--- src/rtl/cache_state_array_if.sv ---
// Request/status bundle for the cache state array: the controller drives
// set/way selects and update strobes, the array returns state views.
interface cache_state_array_if #(
   parameter int NUM_WAYS = 2,
   parameter int NUM_SETS = 8
);
   localparam int SET_W = $clog2(NUM_SETS);
   localparam int WAY_W = $clog2(NUM_WAYS);

   logic [SET_W-1:0]    set_sel;
   logic [WAY_W-1:0]    way_sel;
   logic                load;
   logic                mark_dirty;
   logic                invalidate;
   logic                flush_req;
   logic [NUM_WAYS-1:0] valid_vec;
   logic [NUM_WAYS-1:0] dirty_vec;
   logic                valid_sig;
   logic                dirty_sig;
   logic [WAY_W-1:0]    victim_way;
   logic                flush_busy;
   logic                flush_done;

   modport master (
      output set_sel, way_sel, load, mark_dirty, invalidate, flush_req,
      input  valid_vec, dirty_vec, valid_sig, dirty_sig, victim_way,
             flush_busy, flush_done
   );

   modport slave (
      input  set_sel, way_sel, load, mark_dirty, invalidate, flush_req,
      output valid_vec, dirty_vec, valid_sig, dirty_sig, victim_way,
             flush_busy, flush_done
   );
endinterface

--- src/rtl/cache_state_array.sv ---
// Valid/dirty bits and round-robin replacement pointers for a set-associative
// cache, with a one-set-per-cycle flush walker.
module cache_state_array #(
   parameter int NUM_WAYS = 2,
   parameter int NUM_SETS = 8
) (
   input  logic                  clk,
   input  logic                  rst_n,
   cache_state_array_if.slave    bus
);
   localparam int SET_W = $clog2(NUM_SETS);
   localparam int WAY_W = $clog2(NUM_WAYS);
   localparam logic [SET_W-1:0] LAST_SET = SET_W'(NUM_SETS - 1);
   localparam logic [WAY_W-1:0] WAY_ONE  = WAY_W'(1);

   typedef enum logic [1:0] {
      IDLE = 2'd0,
      WALK = 2'd1,
      DONE = 2'd2
   } state_t;

   state_t              state_r;
   state_t              state_s;
   logic [SET_W-1:0]    flush_idx_r;
   logic [SET_W-1:0]    flush_idx_s;
   logic [NUM_WAYS-1:0] valid_r [NUM_SETS];
   logic [NUM_WAYS-1:0] dirty_r [NUM_SETS];
   logic [WAY_W-1:0]    ptr_r   [NUM_SETS];
   logic [NUM_WAYS-1:0] set_valid_s;
   logic [WAY_W-1:0]    victim_s;
   logic                accept_s;

   // Host updates are only honoured while no flush is running.
   assign accept_s = (state_r == IDLE);

   // Flush FSM state and walk index registers.
   always_ff @(posedge clk or negedge rst_n) begin
      if (!rst_n) begin
         state_r     <= IDLE;
         flush_idx_r <= '0;
      end else begin
         state_r     <= state_s;
         flush_idx_r <= flush_idx_s;
      end
   end

   // Flush FSM next-state and walk index.
   always_comb begin
      state_s     = state_r;
      flush_idx_s = flush_idx_r;
      case (state_r)
         IDLE: begin
            if (bus.flush_req) begin
               state_s     = WALK;
               flush_idx_s = '0;
            end else begin
               state_s     = IDLE;
            end
         end
         WALK: begin
            flush_idx_s = flush_idx_r + SET_W'(1);
            if (flush_idx_r == LAST_SET) begin
               state_s = DONE;
            end else begin
               state_s = WALK;
            end
         end
         DONE:    state_s = IDLE;
         default: state_s = IDLE;
      endcase
   end

   // Entry state: the walk clears one whole set per cycle; otherwise host
   // strobes apply with invalidate over load over mark_dirty.
   always_ff @(posedge clk or negedge rst_n) begin
      if (!rst_n) begin
         for (int s = 0; s < NUM_SETS; s++) begin
            valid_r[s] <= '0;
            dirty_r[s] <= '0;
            ptr_r[s]   <= '0;
         end
      end else if (state_r == WALK) begin
         valid_r[flush_idx_r] <= '0;
         dirty_r[flush_idx_r] <= '0;
         ptr_r[flush_idx_r]   <= '0;
      end else if (accept_s) begin
         if (bus.invalidate) begin
            valid_r[bus.set_sel][bus.way_sel] <= 1'b0;
            dirty_r[bus.set_sel][bus.way_sel] <= 1'b0;
         end else if (bus.load) begin
            valid_r[bus.set_sel][bus.way_sel] <= 1'b1;
            dirty_r[bus.set_sel][bus.way_sel] <= bus.mark_dirty;
            ptr_r[bus.set_sel]                <= bus.way_sel + WAY_ONE;
         end else if (bus.mark_dirty && valid_r[bus.set_sel][bus.way_sel]) begin
            dirty_r[bus.set_sel][bus.way_sel] <= 1'b1;
         end
      end
   end

   // Victim: lowest invalid way, falling back to the set's round-robin pointer.
   always_comb begin
      set_valid_s = valid_r[bus.set_sel];
      victim_s    = ptr_r[bus.set_sel];
      for (int w = NUM_WAYS - 1; w >= 0; w--) begin
         victim_s = set_valid_s[w] ? victim_s : WAY_W'(w);
      end
   end

   assign bus.valid_vec  = valid_r[bus.set_sel];
   assign bus.dirty_vec  = dirty_r[bus.set_sel];
   assign bus.valid_sig  = valid_r[bus.set_sel][bus.way_sel];
   assign bus.dirty_sig  = dirty_r[bus.set_sel][bus.way_sel];
   assign bus.victim_way = victim_s;
   assign bus.flush_busy = (state_r != IDLE);
   assign bus.flush_done = (state_r == DONE);
endmodule

--- src/flat_wrapper.sv ---
// flat-port wrapper written by rule: the top's interface ports become plain ports
module cache_state_array_flat 
#(
   parameter int NUM_WAYS = 2,
   parameter int NUM_SETS = 8
)
  (clk, rst_n, bus_set_sel, bus_way_sel, bus_load, bus_mark_dirty, bus_invalidate, bus_flush_req, bus_valid_vec, bus_dirty_vec, bus_valid_sig, bus_dirty_sig, bus_victim_way, bus_flush_busy, bus_flush_done);
  cache_state_array_if #(.NUM_WAYS(NUM_WAYS), .NUM_SETS(NUM_SETS)) bus_i ();
  input  logic clk;
  input  logic rst_n;
  input wire logic [$bits(bus_i.set_sel)-1:0] bus_set_sel;
  input wire logic [$bits(bus_i.way_sel)-1:0] bus_way_sel;
  input wire logic [$bits(bus_i.load)-1:0] bus_load;
  input wire logic [$bits(bus_i.mark_dirty)-1:0] bus_mark_dirty;
  input wire logic [$bits(bus_i.invalidate)-1:0] bus_invalidate;
  input wire logic [$bits(bus_i.flush_req)-1:0] bus_flush_req;
  output wire logic [$bits(bus_i.valid_vec)-1:0] bus_valid_vec;
  output wire logic [$bits(bus_i.dirty_vec)-1:0] bus_dirty_vec;
  output wire logic [$bits(bus_i.valid_sig)-1:0] bus_valid_sig;
  output wire logic [$bits(bus_i.dirty_sig)-1:0] bus_dirty_sig;
  output wire logic [$bits(bus_i.victim_way)-1:0] bus_victim_way;
  output wire logic [$bits(bus_i.flush_busy)-1:0] bus_flush_busy;
  output wire logic [$bits(bus_i.flush_done)-1:0] bus_flush_done;
  assign bus_i.set_sel = bus_set_sel;
  assign bus_i.way_sel = bus_way_sel;
  assign bus_i.load = bus_load;
  assign bus_i.mark_dirty = bus_mark_dirty;
  assign bus_i.invalidate = bus_invalidate;
  assign bus_i.flush_req = bus_flush_req;
  assign bus_valid_vec = bus_i.valid_vec;
  assign bus_dirty_vec = bus_i.dirty_vec;
  assign bus_valid_sig = bus_i.valid_sig;
  assign bus_dirty_sig = bus_i.dirty_sig;
  assign bus_victim_way = bus_i.victim_way;
  assign bus_flush_busy = bus_i.flush_busy;
  assign bus_flush_done = bus_i.flush_done;
  cache_state_array #(.NUM_WAYS(NUM_WAYS), .NUM_SETS(NUM_SETS)) u_core (.clk(clk), .rst_n(rst_n), .bus(bus_i));
endmodule
--- config.mk ---
export PLATFORM = sky130hd
export DESIGN_NAME = cache_state_array_flat
export DESIGN_NICKNAME = d
export VERILOG_FILES = /design/src/rtl/cache_state_array_if.sv /design/src/rtl/cache_state_array.sv /design/src/flat_wrapper.sv
export SDC_FILE = /design/constraint.sdc
export NUM_CORES = 1
export LEC_CHECK = 0
export CELL_PAD_IN_SITES_DETAIL_PLACEMENT = 0
export CELL_PAD_IN_SITES_GLOBAL_PLACEMENT = 1
export CORE_ASPECT_RATIO = 1.75
export CORE_MARGIN = 2
export CORE_UTILIZATION = 42
export CTS_BUF_LIST = sky130_fd_sc_hd__clkbuf_8
export CTS_CLUSTER_SIZE = 28
export DETAILED_ROUTE_END_ITERATION = 7
export GPL_TIMING_DRIVEN = 0
export PLACE_DENSITY_LB_ADDON = 0.1
export SLEW_MARGIN = 20
export SYNTH_ARGS = -nofsm -noshare
export SYNTH_HDL_FRONTEND = slang
export SYNTH_SLANG_ARGS = --single-unit
--- constraint.sdc ---
create_clock -name clk -period 3.4 [get_ports clk]
set_input_delay 1.02 -clock clk [delete_from_list [all_inputs] [get_ports clk]]
set_output_delay 1.02 -clock clk [all_outputs]
set_load 0.01 [all_outputs]
# Word-level counts from Yosys, hierarchy flattened
# Index checks and enable logic that the tools add are counted.
dict set report totals {
  reg_bits 45
  latch_bits 0
  mem_bits_rw 0
  rom_bits 0
  in_bits 10
  output_inout_bits 9
  elab_cells 110
  n_memories 0
}
dict set report op_classes {
  addsub 2
  n_mul 0
  n_div 0
  n_lt_le_gt_ge 6
  n_eq_ne 5
  shifts 0
  muxes 45
  bitwise 12
  n_reduce_logical 14
}
# operator count
set ops {}
lappend ops {{$mux W16} 9}
lappend ops {{$and A16 B16 Y16} 4}
lappend ops {{$mux W8} 4}
lappend ops {{$not A16 Y16} 2}
lappend ops {{$or A16 B16 Y16} 2}
lappend ops {{$bwmux W16} 1}
lappend ops {{$mux W2} 7}
lappend ops {{$bmux W2 S3} 2}
lappend ops {{$demux W2 S3} 2}
lappend ops {{$mux W1} 12}
lappend ops {{$and A8 B8 Y8} 1}
lappend ops {{$bwmux W8} 1}
lappend ops {{$ge A4 B4 Y1 const B} 2}
lappend ops {{$lt A4 B1 Y1 const B} 2}
lappend ops {{$not A3 Y4} 2}
lappend ops {{$not A8 Y8} 1}
lappend ops {{$demux W1 S3} 2}
lappend ops {{$pmux W3 S2} 1}
lappend ops {{$reduce_and A2 Y1} 3}
lappend ops {{$reduce_bool A2 Y1} 3}
lappend ops {{$logic_and A1 B1 Y1} 4}
lappend ops {{$pmux W2 S2} 1}
lappend ops {{$reduce_bool A4 Y1} 1}
lappend ops {{$add A3 B1 Y3 const B} 1}
lappend ops {{other kinds (14)} 14}

# Logic depth before layout (Yosys ltp)
# Gate-level depths: netlist of the first run.
dict set report logic_depth {
  ltp_word 12
  depth_mapped 9
  depth_no_buf 6
}

# Worst setup path after synthesis of the first run
# OpenSTA, ideal clock, no wires.
dict set report synth_path {
  kind {input to output}
  startpoint {input bus_set_sel[2]}
  endpoint {output bus_dirty_sig}
  arrival_ns 2.543
  required_ns 2.380
  path_slack_ns -0.163
  path_stages 6
  n_path_buf 2
  cell_sequence {buf_2 buf_1 mux2_2 a221oi_1 o22ai_1 mux2_2}
}
dict set report synth_between {
  elab_chain_cells 6
}
# item line
set synth_lines {}
lappend synth_lines {{start, declared} flat_wrapper.sv:11} ;# input wire logic [$bits(bus_i.set_sel)-1:0] bus_set_sel;
lappend synth_lines {{$not A3 Y4} n/a}
lappend synth_lines {{$bmux W2 S3} n/a}
lappend synth_lines {{$mux W2 (2 in a row)} n/a}
lappend synth_lines {{via bus_dirty_vec[0]} flat_wrapper.sv:18} ;# output wire logic [$bits(bus_i.dirty_vec)-1:0] bus_dirty_vec;
lappend synth_lines {{$mux W1 (implied by the code) (2 in a row)} cache_state_array.sv:112} ;# assign bus.dirty_sig = dirty_r[bus.set_sel][bus.way_sel];
lappend synth_lines {{end, declared} flat_wrapper.sv:20} ;# output wire logic [$bits(bus_i.dirty_sig)-1:0] bus_dirty_sig;
# The timed path passes the listed nets, and every way through them passes these cells. The select of a mux whose other input is x is not followed.

# Worst setup path in the final report of the first run
dict set report layout_path {
  startpoint {input bus_set_sel[2]}
  endpoint {output bus_dirty_sig}
}
dict set report layout_between {
  elab_chain_cells 6
}
# item line
set layout_lines {}
lappend layout_lines {{$not A3 Y4 (implied by the code)} cache_state_array.sv:112}
lappend layout_lines {{$bmux W2 S3} cache_state_array.sv:112}
lappend layout_lines {{$mux W2 (implied by the code) (2 in a row)} cache_state_array.sv:112}
lappend layout_lines {{$mux W1 (implied by the code) (2 in a row)} cache_state_array.sv:112}
# No other way between the ends. The select of a mux whose other input is x is not followed.

==> results_tabular.tex, run 1 <==
\begin{tabular}{lr}
\hline
Metric & Value \\
\hline
\multicolumn{2}{l}{\textbf{Detailed routing}} \\
Detailed-route DRC error count & 0 \\
Router iterations before antenna repair & 4 \\
Detailed-route vias per instance & 6.23 \\
Number of nets with antenna violations after detailed routing & 0 \\
Detailed router's first-iteration violation count & 229 \\
Detailed Route WL & 11,200 µm \\
Per-cell routed wire length & 21.9 µm \\
Number of vias in the routed layout & 3,170 \\
\multicolumn{2}{l}{\textbf{Placement}} \\
Last weighted congestion value of the routability-driven placer & 0.906 \\
DP HPWL & 8220 µm \\
DP Cell Count & 477 \\
Number of buffers added on ports & 16 \\
\multicolumn{2}{l}{\textbf{Finish}} \\
Share of final-layout standard cells stronger than drive strength 1 & 0.194 \\
Layout Utilization & 0.533 \\
Most common library cell in the layout ignoring fill and taps & sky130\_fd\_sc\_hd\_\_o21ai\_0 \\
Antenna cell count & 0 \\
Finished Layout Cells & 509 \\
Number of nets in the finished design & 434 \\
Layout fillers & 707 \\
Multi-input gate area & 1850 µm² \\
Sequential standard cell area & 1130 µm² \\
Area Overhead vs Synth & 24.2\% \\
Most frequent cells in the layout & sky130\_fd\_sc\_hd\_\_o21ai\_0, sky130\_fd\_sc\_hd\_\_dfrtp\_1, sky130\_fd\_sc\_hd\_\_nor2\_1 \\
\multicolumn{2}{l}{\textbf{Timing}} \\
Setup-violating endpoint count in the final report & 1 \\
Fin. Hold Viols & 0 \\
Final worst hold slack & 0.494 ns \\
Setup repair after global routing missed its margin & true \\
Post-layout worst setup margin & -0.0834 ns \\
Highest Clock Rate & 287 MHz \\
Headroom to the max-slew limit & 0.339 \\
Clock tree skew after final layout & 0.0103 ns \\
Portion of the clock cycle consumed by the worst path in the final layout & 1.02 \\
Post-route minimum period & 3.48 ns \\
Transition time of the tightest slew-check pin & 0.984 ns \\
Total count of max-transition violations in the final report & 0 \\
\multicolumn{2}{l}{\textbf{Clock network}} \\
Depth of the CTS H-tree & 2 \\
Maximum root-to-sink buffer count & 2 \\
Clock-pin slew of the registers on the worst-case setup and hold paths & 0.09 ns \\
TritonCTS clock tree & yes \\
TritonCTS Sinks & 45 \\
Clock latency on the worst-skew pair & 0.32 ns \\
Number of buffers created by CTS & 5 \\
Clk Tree Root Cell & sky130\_fd\_sc\_hd\_\_clkbuf\_8 \\
\multicolumn{2}{l}{\textbf{Logic synthesis}} \\
Prevailing post-synth register cell & sky130\_fd\_sc\_hd\_\_dfrtp\_1 \\
Total of flip-flops plus latches after synthesis & 45 \\
Post-synthesis cell type with the largest combined area & sky130\_fd\_sc\_hd\_\_dfrtp\_1 \\
Share of Yosys cell area claimed by the top area cell type & 0.365 \\
Cell Area, Synth & 3080 µm² \\
Instance count of the mapped netlist & 374 \\
Top cells by area, synth & sky130\_fd\_sc\_hd\_\_dfrtp\_1, sky130\_fd\_sc\_hd\_\_o21ai\_0, sky130\_fd\_sc\_hd\_\_a22o\_1 \\
Mean instance size in the synthesized netlist & 8.24 µm² \\
Number of synthesized flops with an enable pin & 0 \\
Post-synthesis sequential area ratio & 0.365 \\
Post-synthesis cell type count & 49 \\
Net Count, Synth & 386 \\
Number of warnings reported in the yosys synthesis log & 0 \\
Share of synthesized flip-flops with an asynchronous set or reset & 1.00 \\
\multicolumn{2}{l}{\textbf{Global routing}} \\
Global route overflow & 0 \\
GRT Resource Usage Total & 0.294 \\
Initial antenna violation count & 0 \\
Via count of the first global-routing pass & 3,039 \\
Pin count of the biggest net entering global routing & 25 \\
First-pass GRT wire length & 17,300 µm \\
\multicolumn{2}{l}{\textbf{Worst setup path}} \\
Required time at the endpoint of the critical path & 2.38 ns \\
Critical Setup Path Class & primary input to primary output \\
Endpoint type of the worst setup path & primary output \\
Number of cells on the worst reg-to-reg path & 8 \\
Highest net fanout along the worst path & 7 \\
Worst R2R Setup Slack & 0.69 ns \\
Startpoint of the worst register-to-register path & u\_core.state\_r[0]\$\_DFF\_PN0\_ \\
Crit. Startpoint & bus\_set\_sel[2] \\
Type of origin of the critical path & primary input \\
Data arrival at the endpoint of the critical path & 2.46 ns \\
\multicolumn{2}{l}{\textbf{Worst hold path}} \\
Cell depth of the worst hold path & 2 \\
Type of the tightest min-delay check & register to register \\
\multicolumn{2}{l}{\textbf{Power and ir drop}} \\
Leakage dissipation & 1.60 nW \\
Power, Total & 2.45 mW \\
Maximum ir drop on the vdd rail & 778 µV \\
Power density normalized to cell area & 640 nW/µm² \\
\multicolumn{2}{l}{\textbf{Run}} \\
Number of max-cap violations & 0 \\
\multicolumn{2}{l}{\textbf{Die}} \\
Placement Rows & 41 \\
Die extent in y & 117 µm \\
Initial Utilization & 0.429 \\
Horiz. Die Dim & 68.8 µm \\
Placeable core region & 7180 µm² \\
Total I/O pin count & 19 \\
Die ar. & 8070 µm² \\
\multicolumn{2}{l}{\textbf{Outcome}} \\
Violations in the final reports & negative setup slack \\
Result of the run & finished with violations \\
\hline
\end{tabular}
layout make-up:
cell class,count,area share
multi-input combinational,286,0.483
clock buffer,5,0.0180
sequential,45,0.294
timing repair buffer,41,0.0889
buffer,31,0.0605
clock inverter,3,0.0121
tap,86,0.0281
inverter,12,0.0147
cell usage after synthesis (5+ instances only):
library cell	count
sky130_fd_sc_hd__nand2b_1	8
sky130_fd_sc_hd__nor2b_1	6
sky130_fd_sc_hd__nand2_1	16
sky130_fd_sc_hd__a31oi_1	9
sky130_fd_sc_hd__dfrtp_1	45
sky130_fd_sc_hd__a22o_1	24
sky130_fd_sc_hd__nor3_1	17
sky130_fd_sc_hd__and3_1	5
sky130_fd_sc_hd__nor2_1	45
sky130_fd_sc_hd__a211oi_1	14
sky130_fd_sc_hd__clkbuf_1	21
sky130_fd_sc_hd__mux2i_1	6
sky130_fd_sc_hd__inv_1	12
sky130_fd_sc_hd__a21oi_1	32
sky130_fd_sc_hd__o21ai_0	54
kinds of logic after synthesis:
group | count (synthesis) | share of synthesized area
AOI/OAI and AO/OA | 163 | 0.355
and+or+nand+nor | 111 | 0.173
DFF | 45 | 0.365
buffers and inverters | 43 | 0.0650
muxes | 10 | 0.0341
adders and majority gates | 2 | 0.00812
report_power, final:
| group | leakage (nW) | internal [mW] | switching (mW) | total, mW |
|---|---|---|---|---|
| registers | 0.614 | 0.659 | 0.127 | 0.786 |
| clock network | 0.0543 | 0.220 | 0.216 | 0.436 |
| logic | 0.936 | 0.476 | 0.752 | 1.23 |
repair_timing:
action                     in CTS  in global routing
gates resized for setup        60                 14
pin swaps                      10                 12
hold endpoints to repair        0                  0
buffers inserted               20                  4
hold buffers                    0                  0
setup endpoints to repair       9                  7
final timing paths:
kind | end
hold reg to reg | register
max in group asynchronous | u_core.dirty_r[6]$_DFFE_PN0P_
hold / removal | register
setup / recovery | bus_dirty_sig
setup reg to reg | register
min in group asynchronous | u_core.ptr_r[7]$_DFFE_PN0P_
stage by stage:
stage               cell area, µm²  worst slack, ns  setup TNS, ns
floorplan                     3090           0.0225              0
global placement              3360            -1.18         -14.68
detailed placement            3380            -1.19          -9.96
CTS                           3770          -0.0883        -0.0883
global route                  3830           -0.127         -0.194
finish                        3830          -0.0834        -0.0834
metal layers:
| layer | track usage | vias up | share of wire |
|---|---|---|---|
| met4 | 0.190 | 0 | 0.065 |
| met1 | 0.360 | 1526 | 0.38 |
| met2 | 0.460 | 124 | 0.50 |
| met3 | 0.0479 | 45 | 0.051 |
| met5 | 0 | - | 0 |
| li1 | - | 1475 | - |
critical path: stages:
cell and delay (ns):
sky130_fd_sc_hd__buf_8 0.10, sky130_fd_sc_hd__buf_6 0.12, sky130_fd_sc_hd__buf_8 0.12, sky130_fd_sc_hd__mux2_4 0.31
sky130_fd_sc_hd__a221oi_4 0.23, sky130_fd_sc_hd__o22ai_2 0.14, sky130_fd_sc_hd__mux2_4 0.29, sky130_fd_sc_hd__buf_6 0.12
Note: power is estimated with default switching activity, not from simulation.
==> run 2: changes to the inputs <==
--- a/config.mk
+++ b/config.mk
@@ -9,7 +9,7 @@
 export CELL_PAD_IN_SITES_GLOBAL_PLACEMENT = 1
 export CORE_ASPECT_RATIO = 1.75
 export CORE_MARGIN = 2
-export CORE_UTILIZATION = 42
+export CORE_UTILIZATION = 50
 export CTS_BUF_LIST = sky130_fd_sc_hd__clkbuf_8
 export CTS_CLUSTER_SIZE = 28
 export DETAILED_ROUTE_END_ITERATION = 7
==> constraint.sdc (replaced) <==
create_clock -name clk -period 4.2 [get_ports clk]
set_input_delay 1.26 -clock clk [delete_from_list [all_inputs] [get_ports clk]]
set_output_delay 1.26 -clock clk [all_outputs]
set_load 0.01 [all_outputs]
==> run 2 against run 1 <==
  * The flow now finishes without violations
  * Worst hold slack got worse by 0.0043 ns
  * Critical path depth unchanged
  * Power is 21% lower
  * Via count fell by 1.4%
  * Clock power fell by 20%
  * Core utilization rose by 8.3 points
  * Setup slack improved by 0.17 ns
  * Critical endpoint is now bus_dirty_vec[1]
  * Sequential cell count did not move
==> results_tabular.tex, run 2 (synthesis results as in run 1) <==
\begin{tabular}{lr}
\hline
Metric & Value \\
\hline
\multicolumn{2}{l}{\textbf{Die}} \\
Horiz. Die Dim & 63.3 µm (was 68.8 µm) \\
Total I/O pin count & 19 (unchanged) \\
Placement Rows & 37 (was 41) \\
Die extent in y & 108 µm (was 117 µm) \\
Die ar. & 6830 µm² (was 8070 µm²) \\
Placeable core region & 5930 µm² (was 7180 µm²) \\
Initial Utilization & 0.520 (was 0.429) \\
\multicolumn{2}{l}{\textbf{Global routing}} \\
Fraction of met3 tracks used by global routing & 0.0366 (was 0.0479) \\
Global-route met2 utilization & 0.532 (was 0.460) \\
GR Util met1 & 0.397 (was 0.360) \\
First-pass GRT wire length & 16,600 µm (was 17,300 µm) \\
Most congested layer reported by global routing & met2 (unchanged) \\
Global route overflow & 0 (unchanged) \\
Via count of the first global-routing pass & 3,001 (was 3,039) \\
Initial antenna violation count & 0 (unchanged) \\
Pin count of the biggest net entering global routing & 26 (was 25) \\
GRT Resource Usage Total & 0.321 (was 0.294) \\
\multicolumn{2}{l}{\textbf{Timing}} \\
Fin. Hold Viols & 0 (unchanged) \\
Clock tree skew after final layout & 0.0112 ns (was 0.0103 ns) \\
Setup repair after global routing missed its margin & false (was true) \\
Headroom to the max-slew limit & 0.315 (was 0.339) \\
Portion of the clock cycle consumed by the worst path in the final layout & 0.979 \\
Setup-violating endpoint count in the final report & 0 (was 1) \\
Post-layout worst setup margin & 0.0887 ns (was -0.0834 ns) \\
Setup\_tns & 0 ns (was -0.0834 ns) \\
Total count of max-transition violations in the final report & 0 (unchanged) \\
Highest Clock Rate & 243 MHz \\
Post-route minimum period & 4.11 ns \\
Transition time of the tightest slew-check pin & 1.02 ns (was 0.984 ns) \\
\multicolumn{2}{l}{\textbf{Placement}} \\
Number of buffers added on ports & 16 (unchanged) \\
Worst setup slack after placement & -1.07 ns (was -1.19 ns) \\
Dpl cell area & 3350 µm² (was 3380 µm²) \\
Last weighted congestion value of the routability-driven placer & 0.915 (was 0.906) \\
DP Cell Count & 469 (was 477) \\
DP HPWL & 7740 µm (was 8220 µm) \\
\multicolumn{2}{l}{\textbf{Detailed routing}} \\
Detailed-route vias per instance & 6.43 (was 6.23) \\
Router iterations before antenna repair & 5 (was 4) \\
Number of vias in the routed layout & 3,126 (was 3,170) \\
Per-cell routed wire length & 21.5 µm (was 21.9 µm) \\
Detailed router's first-iteration violation count & 282 (was 229) \\
Detailed Route WL & 10,400 µm (was 11,200 µm) \\
Detailed-route DRC error count & 0 (unchanged) \\
Number of nets with antenna violations after detailed routing & 0 (unchanged) \\
\multicolumn{2}{l}{\textbf{Clock network}} \\
Depth of the CTS H-tree & 2 (unchanged) \\
TritonCTS Sinks & 45 (unchanged) \\
Clock-pin slew of the registers on the worst-case setup and hold paths & 0.09 ns (about the same) \\
Maximum root-to-sink buffer count & 2 (unchanged) \\
Clock latency on the worst-skew pair & 0.31 ns (was 0.32 ns) \\
Number of buffers created by CTS & 5 (unchanged) \\
TritonCTS clock tree & yes (unchanged) \\
Clk Tree Root Cell & sky130\_fd\_sc\_hd\_\_clkbuf\_8 (unchanged) \\
\multicolumn{2}{l}{\textbf{Finish}} \\
Antenna cell count & 0 (unchanged) \\
Final instance area & 3650 µm² (was 3830 µm²) \\
Number of nets in the finished design & 419 (was 434) \\
Share of final-layout standard cells stronger than drive strength 1 & 0.147 (was 0.194) \\
Most frequent cells in the layout & sky130\_fd\_sc\_hd\_\_o21ai\_0, sky130\_fd\_sc\_hd\_\_dfrtp\_1, sky130\_fd\_sc\_hd\_\_nor2\_1 (unchanged) \\
Layout fillers & 547 (was 707) \\
Area Overhead vs Synth & 18.4\% (was 24.2\%) \\
Most common library cell in the layout ignoring fill and taps & sky130\_fd\_sc\_hd\_\_o21ai\_0 (unchanged) \\
Finished Layout Cells & 486 (was 509) \\
\multicolumn{2}{l}{\textbf{Worst setup path}} \\
Crit path buf inv count & 3 (was 4) \\
Master of the slowest instance on the critical path & sky130\_fd\_sc\_hd\_\_clkdlybuf4s50\_1 (was sky130\_fd\_sc\_hd\_\_mux2\_4) \\
Data arrival at the endpoint of the critical path & 2.85 ns (was 2.46 ns) \\
Highest net fanout along the worst path & 10 (was 7) \\
Required time at the endpoint of the critical path & 2.94 ns (was 2.38 ns) \\
Top Family by Delay on Critical Path & buffers and inverters (was multiplexers) \\
Worst R2R Setup Slack & 1.58 ns (was 0.69 ns) \\
Slowest Stage Delay on Critical Path & 0.48 ns (was 0.31 ns) \\
Sequence of cells on the critical path & buf\_6 -> buf\_12 -> mux2i\_2 -> nor2\_2 -> a31oi\_2 -> o21ai\_0 -> a221o\_1 -> clkdlybuf4s50\_1 (was buf\_8 -> buf\_6 -> buf\_8 -> mux2\_4 -> a221oi\_4 -> o22ai\_2 -> mux2\_4 -> buf\_6) \\
Critical Setup Path Class & primary input to primary output (unchanged) \\
Endpoint type of the worst setup path & primary output (unchanged) \\
Type of origin of the critical path & primary input (unchanged) \\
\multicolumn{2}{l}{\textbf{Outcome}} \\
Result of the run & completed (was finished with violations) \\
\multicolumn{2}{l}{\textbf{Run}} \\
Number of max-cap violations & 0 (unchanged) \\
\multicolumn{2}{l}{\textbf{Power and ir drop}} \\
Leakage dissipation & 1.51 nW (was 1.60 nW) \\
Power density normalized to cell area & 532 nW/µm² (was 640 nW/µm²) \\
Maximum ir drop on the vdd rail & 483 µV (was 778 µV) \\
Power, Total & 1.94 mW (was 2.45 mW) \\
\multicolumn{2}{l}{\textbf{Worst hold path}} \\
Type of the tightest min-delay check & register to register (unchanged) \\
\hline
\end{tabular}
-- run 2: cell types whose count changed in the layout (fill, tap and decap cells not counted), sizes merged --
cell,previous run,this run
clkbuf,26,28
clkinvlp,4,2
buf,43,22
dlygate4sd2,2,4
inv,9,11
clkdlybuf4s50,6,8
-- run 2: final timing paths --
kind / end / from / depth (start not counted)
max in group asynchronous: u_core.dirty_r[15]$_DFFE_PN0P_ / rst_n / 2
min in group asynchronous: async pin / rst_n / 1
worst min register to register: register / register / 2
worst max-delay path: bus_dirty_vec[1] / bus_set_sel[1] / 8
worst min-delay path: register / register / 2
worst max register to register: register / u_core.state_r[0]$_DFF_PN0_ / 8
-- run 2: area by class of cell --
type                    instances  area, µm²  share of cell area
well taps                      78       97.6              0.0267
multi-input cells             286       1830               0.501
inverters                      12       48.8              0.0134
plain buffers                  31        200              0.0549
repair buffers                 26        235              0.0644
clock inverters                 3       46.3              0.0127
clock buffers                   5       68.8              0.0189
flip-flops and latches         45       1130               0.309
-- run 2: metrics by stage --
stage	hold WS, ns	utilization
floorplan	0.441	-
global placement	0.459	0.564
detailed placement	0.472	0.566
CTS	0.493	0.610
global route	0.530	0.616
finish	0.490	0.616
-- run 2: what timing repair did --
action,in CTS,in global routing
hold buffers,0,0
setup endpoints to repair,7,6
gates cloned,0,0
resized for setup,33,11
buffers inserted,6,3
pin swaps,4,3
-- run 2: worst reg2reg max path, delay by kind of cell, from the launching register on --
kind,cells,cell delay [ns]
AO/OA/AOI/OAI,2,0.30
buffers and inverters,4,1.59
flip-flops,1,0.33
AND/OR/NAND/NOR,2,0.28
-- run 2: routing by layer --
layer | share of wire | vias to the layer above
li1 | - | 1447
met1 | 0.39 | 1478
met2 | 0.49 | 162
met3 | 0.061 | 39
met4 | 0.061 | 0
met5 | 0 | -
-- run 2: report_power, final --
group | switching (mW) | internal (mW) | total (mW) | leakage [nW]
clock | 0.170 | 0.178 | 0.348 | 0.0543
combinational | 0.590 | 0.367 | 0.957 | 0.845
sequential | 0.103 | 0.534 | 0.637 | 0.614
==> run 3: changes to the inputs <==
--- a/config.mk
+++ b/config.mk
@@ -5,16 +5,13 @@
 export SDC_FILE = /design/constraint.sdc
 export NUM_CORES = 1
 export LEC_CHECK = 0
-export CELL_PAD_IN_SITES_DETAIL_PLACEMENT = 0
-export CELL_PAD_IN_SITES_GLOBAL_PLACEMENT = 1
 export CORE_ASPECT_RATIO = 1.75
 export CORE_MARGIN = 2
-export CORE_UTILIZATION = 50
+export CORE_UTILIZATION = 60
 export CTS_BUF_LIST = sky130_fd_sc_hd__clkbuf_8
-export CTS_CLUSTER_SIZE = 28
 export DETAILED_ROUTE_END_ITERATION = 7
 export GPL_TIMING_DRIVEN = 0
-export PLACE_DENSITY_LB_ADDON = 0.1
+export PLACE_DENSITY = 0.8
 export SLEW_MARGIN = 20
 export SYNTH_ARGS = -nofsm -noshare
 export SYNTH_HDL_FRONTEND = slang
==> run 3 against run 2 <==
  * The flow now finishes with violations (negative setup slack)
  * Die area fell by 16%
  * Combinational power decreased by 0.5%
  * First-iteration DRC count grew 24%
  * Sequential cell count is the same
  * Non-clock buffer count is 5 higher
  * Cell count is 4.1% lower
  * Worst hold slack better by 0.0068 ns
  * Critical path type unchanged
  * Largest cell class unchanged
==> results_tabular.tex, run 3 (synthesis results as in run 1) <==
\begin{tabular}{lr}
\hline
Metric & Value \\
\hline
\multicolumn{2}{l}{\textbf{Timing}} \\
Setup repair after global routing missed its margin & true (was false) \\
Post-layout worst setup margin & -0.0247 ns (was 0.0887 ns) \\
Setup\_tns & -0.0279 ns (was 0 ns) \\
Fin. Hold Viols & 0 (unchanged) \\
Final worst hold slack & 0.496 ns (was 0.490 ns) \\
Headroom to the max-slew limit & 0.290 (was 0.315) \\
Total count of max-transition violations in the final report & 0 (unchanged) \\
Highest Clock Rate & 237 MHz (was 243 MHz) \\
Setup-violating endpoint count in the final report & 2 (was 0) \\
Transition time of the tightest slew-check pin & 1.06 ns (was 1.02 ns) \\
Portion of the clock cycle consumed by the worst path in the final layout & 1.01 (was 0.979) \\
Post-route minimum period & 4.22 ns (was 4.11 ns) \\
Clock tree skew after final layout & 0.00798 ns (was 0.0112 ns) \\
\multicolumn{2}{l}{\textbf{Detailed routing}} \\
Detailed-route DRC error count & 0 (unchanged) \\
Detailed Route WL & 10,500 µm (was 10,400 µm) \\
Highest routing layer actually used & met4 (unchanged) \\
Number of vias in the routed layout & 3,233 (was 3,126) \\
Met2 routed WL & 5180 µm (was 5130 µm) \\
Router iterations before antenna repair & 5 (unchanged) \\
Per-cell routed wire length & 22.6 µm (was 21.5 µm) \\
Met1 routed wirelength after detailed routing & 3870 µm (was 4020 µm) \\
Metal3 WL & 858 µm (was 639 µm) \\
Detailed router's first-iteration violation count & 351 (was 282) \\
Detailed-route vias per instance & 6.94 (was 6.43) \\
Number of nets with antenna violations after detailed routing & 0 (unchanged) \\
\multicolumn{2}{l}{\textbf{Finish}} \\
Number of nets in the finished design & 424 (was 419) \\
Final instance area & 3620 µm² (was 3650 µm²) \\
Layout Utilization & 0.728 (was 0.616) \\
Area Overhead vs Synth & 17.6\% (was 18.4\%) \\
Antenna cell count & 0 (unchanged) \\
Finished Layout Cells & 466 (was 486) \\
Share of final-layout standard cells stronger than drive strength 1 & 0.141 (was 0.147) \\
Most common library cell in the layout ignoring fill and taps & sky130\_fd\_sc\_hd\_\_o21ai\_0 (unchanged) \\
Most frequent cells in the layout & sky130\_fd\_sc\_hd\_\_o21ai\_0, sky130\_fd\_sc\_hd\_\_dfrtp\_1, sky130\_fd\_sc\_hd\_\_nor2\_1 (unchanged) \\
\multicolumn{2}{l}{\textbf{Worst setup path}} \\
R2r endpoint & u\_core.ptr\_r[2]\$\_DFFE\_PN0P\_ \\
Number of cells on the worst reg-to-reg path & 8 (unchanged) \\
Endpoint type of the worst setup path & primary output (unchanged) \\
Required time at the endpoint of the critical path & 2.94 ns (about the same) \\
Critical Setup Path Class & primary input to primary output (unchanged) \\
Startpoint of the worst register-to-register path & u\_core.state\_r[0]\$\_DFF\_PN0\_ (unchanged) \\
Worst R2R Setup Slack & 1.47 ns (was 1.58 ns) \\
Type of origin of the critical path & primary input (unchanged) \\
Highest net fanout along the worst path & 6 (was 10) \\
Data arrival at the endpoint of the critical path & 2.96 ns (was 2.85 ns) \\
\multicolumn{2}{l}{\textbf{Clock network}} \\
Maximum root-to-sink buffer count & 2 (unchanged) \\
TritonCTS clock tree & yes (unchanged) \\
Clock-pin slew of the registers on the worst-case setup and hold paths & 0.09 ns (about the same) \\
Clk Tree Root Cell & sky130\_fd\_sc\_hd\_\_clkbuf\_8 (unchanged) \\
Clock latency on the worst-skew pair & 0.30 ns (was 0.31 ns) \\
TritonCTS Sinks & 45 (unchanged) \\
Depth of the CTS H-tree & 2 (unchanged) \\
Number of buffers created by CTS & 5 (unchanged) \\
\multicolumn{2}{l}{\textbf{Die}} \\
Placeable core region & 4980 µm² (was 5930 µm²) \\
Initial Utilization & 0.619 (was 0.520) \\
Horiz. Die Dim & 58.2 µm (was 63.3 µm) \\
Die extent in y & 98.8 µm (was 108 µm) \\
Total I/O pin count & 19 (unchanged) \\
Placement Rows & 34 (was 37) \\
Die ar. & 5750 µm² (was 6830 µm²) \\
\multicolumn{2}{l}{\textbf{Placement}} \\
Worst setup slack after placement & -0.997 ns (was -1.07 ns) \\
Number of buffers added on ports & 16 (unchanged) \\
DP HPWL & 7620 µm (was 7740 µm) \\
DP Cell Count & 445 (was 469) \\
Dpl cell area & 3330 µm² (was 3350 µm²) \\
Last weighted congestion value of the routability-driven placer & 1.02 (was 0.915) \\
\multicolumn{2}{l}{\textbf{Global routing}} \\
Initial antenna violation count & 0 (unchanged) \\
Pin count of the biggest net entering global routing & 25 (was 26) \\
Via count of the first global-routing pass & 3,110 (was 3,001) \\
First-pass GRT wire length & 16,300 µm (was 16,600 µm) \\
Global route overflow & 0 (unchanged) \\
GRT Resource Usage Total & 0.378 (was 0.321) \\
\multicolumn{2}{l}{\textbf{Outcome}} \\
Result of the run & finished with violations (was completed) \\
Violations in the final reports & negative setup slack \\
\multicolumn{2}{l}{\textbf{Power and ir drop}} \\
Maximum ir drop on the vdd rail & 454 µV (was 483 µV) \\
Power density normalized to cell area & 527 nW/µm² (was 532 nW/µm²) \\
Leakage dissipation & 1.58 nW (was 1.51 nW) \\
Power, Total & 1.91 mW (was 1.94 mW) \\
\multicolumn{2}{l}{\textbf{Run}} \\
Number of max-cap violations & 0 (unchanged) \\
\multicolumn{2}{l}{\textbf{Worst hold path}} \\
Cell depth of the worst hold path & 2 (unchanged) \\
Type of the tightest min-delay check & register to register (unchanged) \\
\hline
\end{tabular}
## run 3: where the power goes
group          internal (mW)  switching [mW]  total [mW]
clock                  0.173           0.154       0.328
combinational          0.363           0.589       0.952
sequential             0.534          0.0972       0.631
## run 3: timing repair
action / in CTS / in global routing
setup buffers: 5 / 9
hold buffers: 0 / 0
resized for setup: 28 / 10
setup endpoints to repair: 7 / 5
pin swaps: 4 / 4
## run 3: layout make-up
type | instances | area, µm²
fillers | 399 | 1350
flip-flops and latches | 45 | 1130
inverters | 12 | 48.8
multi-input cells | 286 | 1800
plain buffers | 31 | 188
well taps | 54 | 67.6
clock inverters | 2 | 35.0
clock buffers | 5 | 68.8
repair buffers | 31 | 289
## run 3: per-layer routing
metal / vias to the layer above / global-route usage
met3: 54 / 0.0617
met1: 1489 / 0.468
met5: - / 0
met4: 0 / 0.188
li1: 1458 / -
met2: 232 / 0.622
## run 3: worst max-delay path, stage by stage
cell,delay (ns)
sky130_fd_sc_hd__clkdlybuf4s15_2,0.21
sky130_fd_sc_hd__buf_6,0.13
sky130_fd_sc_hd__buf_4,0.13
sky130_fd_sc_hd__and2_1,0.18
sky130_fd_sc_hd__a221o_1,0.39
sky130_fd_sc_hd__a211oi_4,0.28
sky130_fd_sc_hd__a21oi_1,0.06
sky130_fd_sc_hd__dlygate4sd2_1,0.31
## run 3: how the worst max path moves through the flow
stage | startpoint | endpoint | slack (ns)
final | bus_set_sel[2] | bus_valid_sig | -0.02
after global placement | bus_set_sel[2] | bus_dirty_sig | -1.0
after floorplan | bus_set_sel[2] | bus_dirty_sig | 0.16
after global routing | bus_set_sel[2] | bus_valid_sig | -0.08
after CTS | bus_set_sel[2] | bus_dirty_sig | -0.1
after detailed placement | bus_set_sel[2] | bus_dirty_sig | -1.0
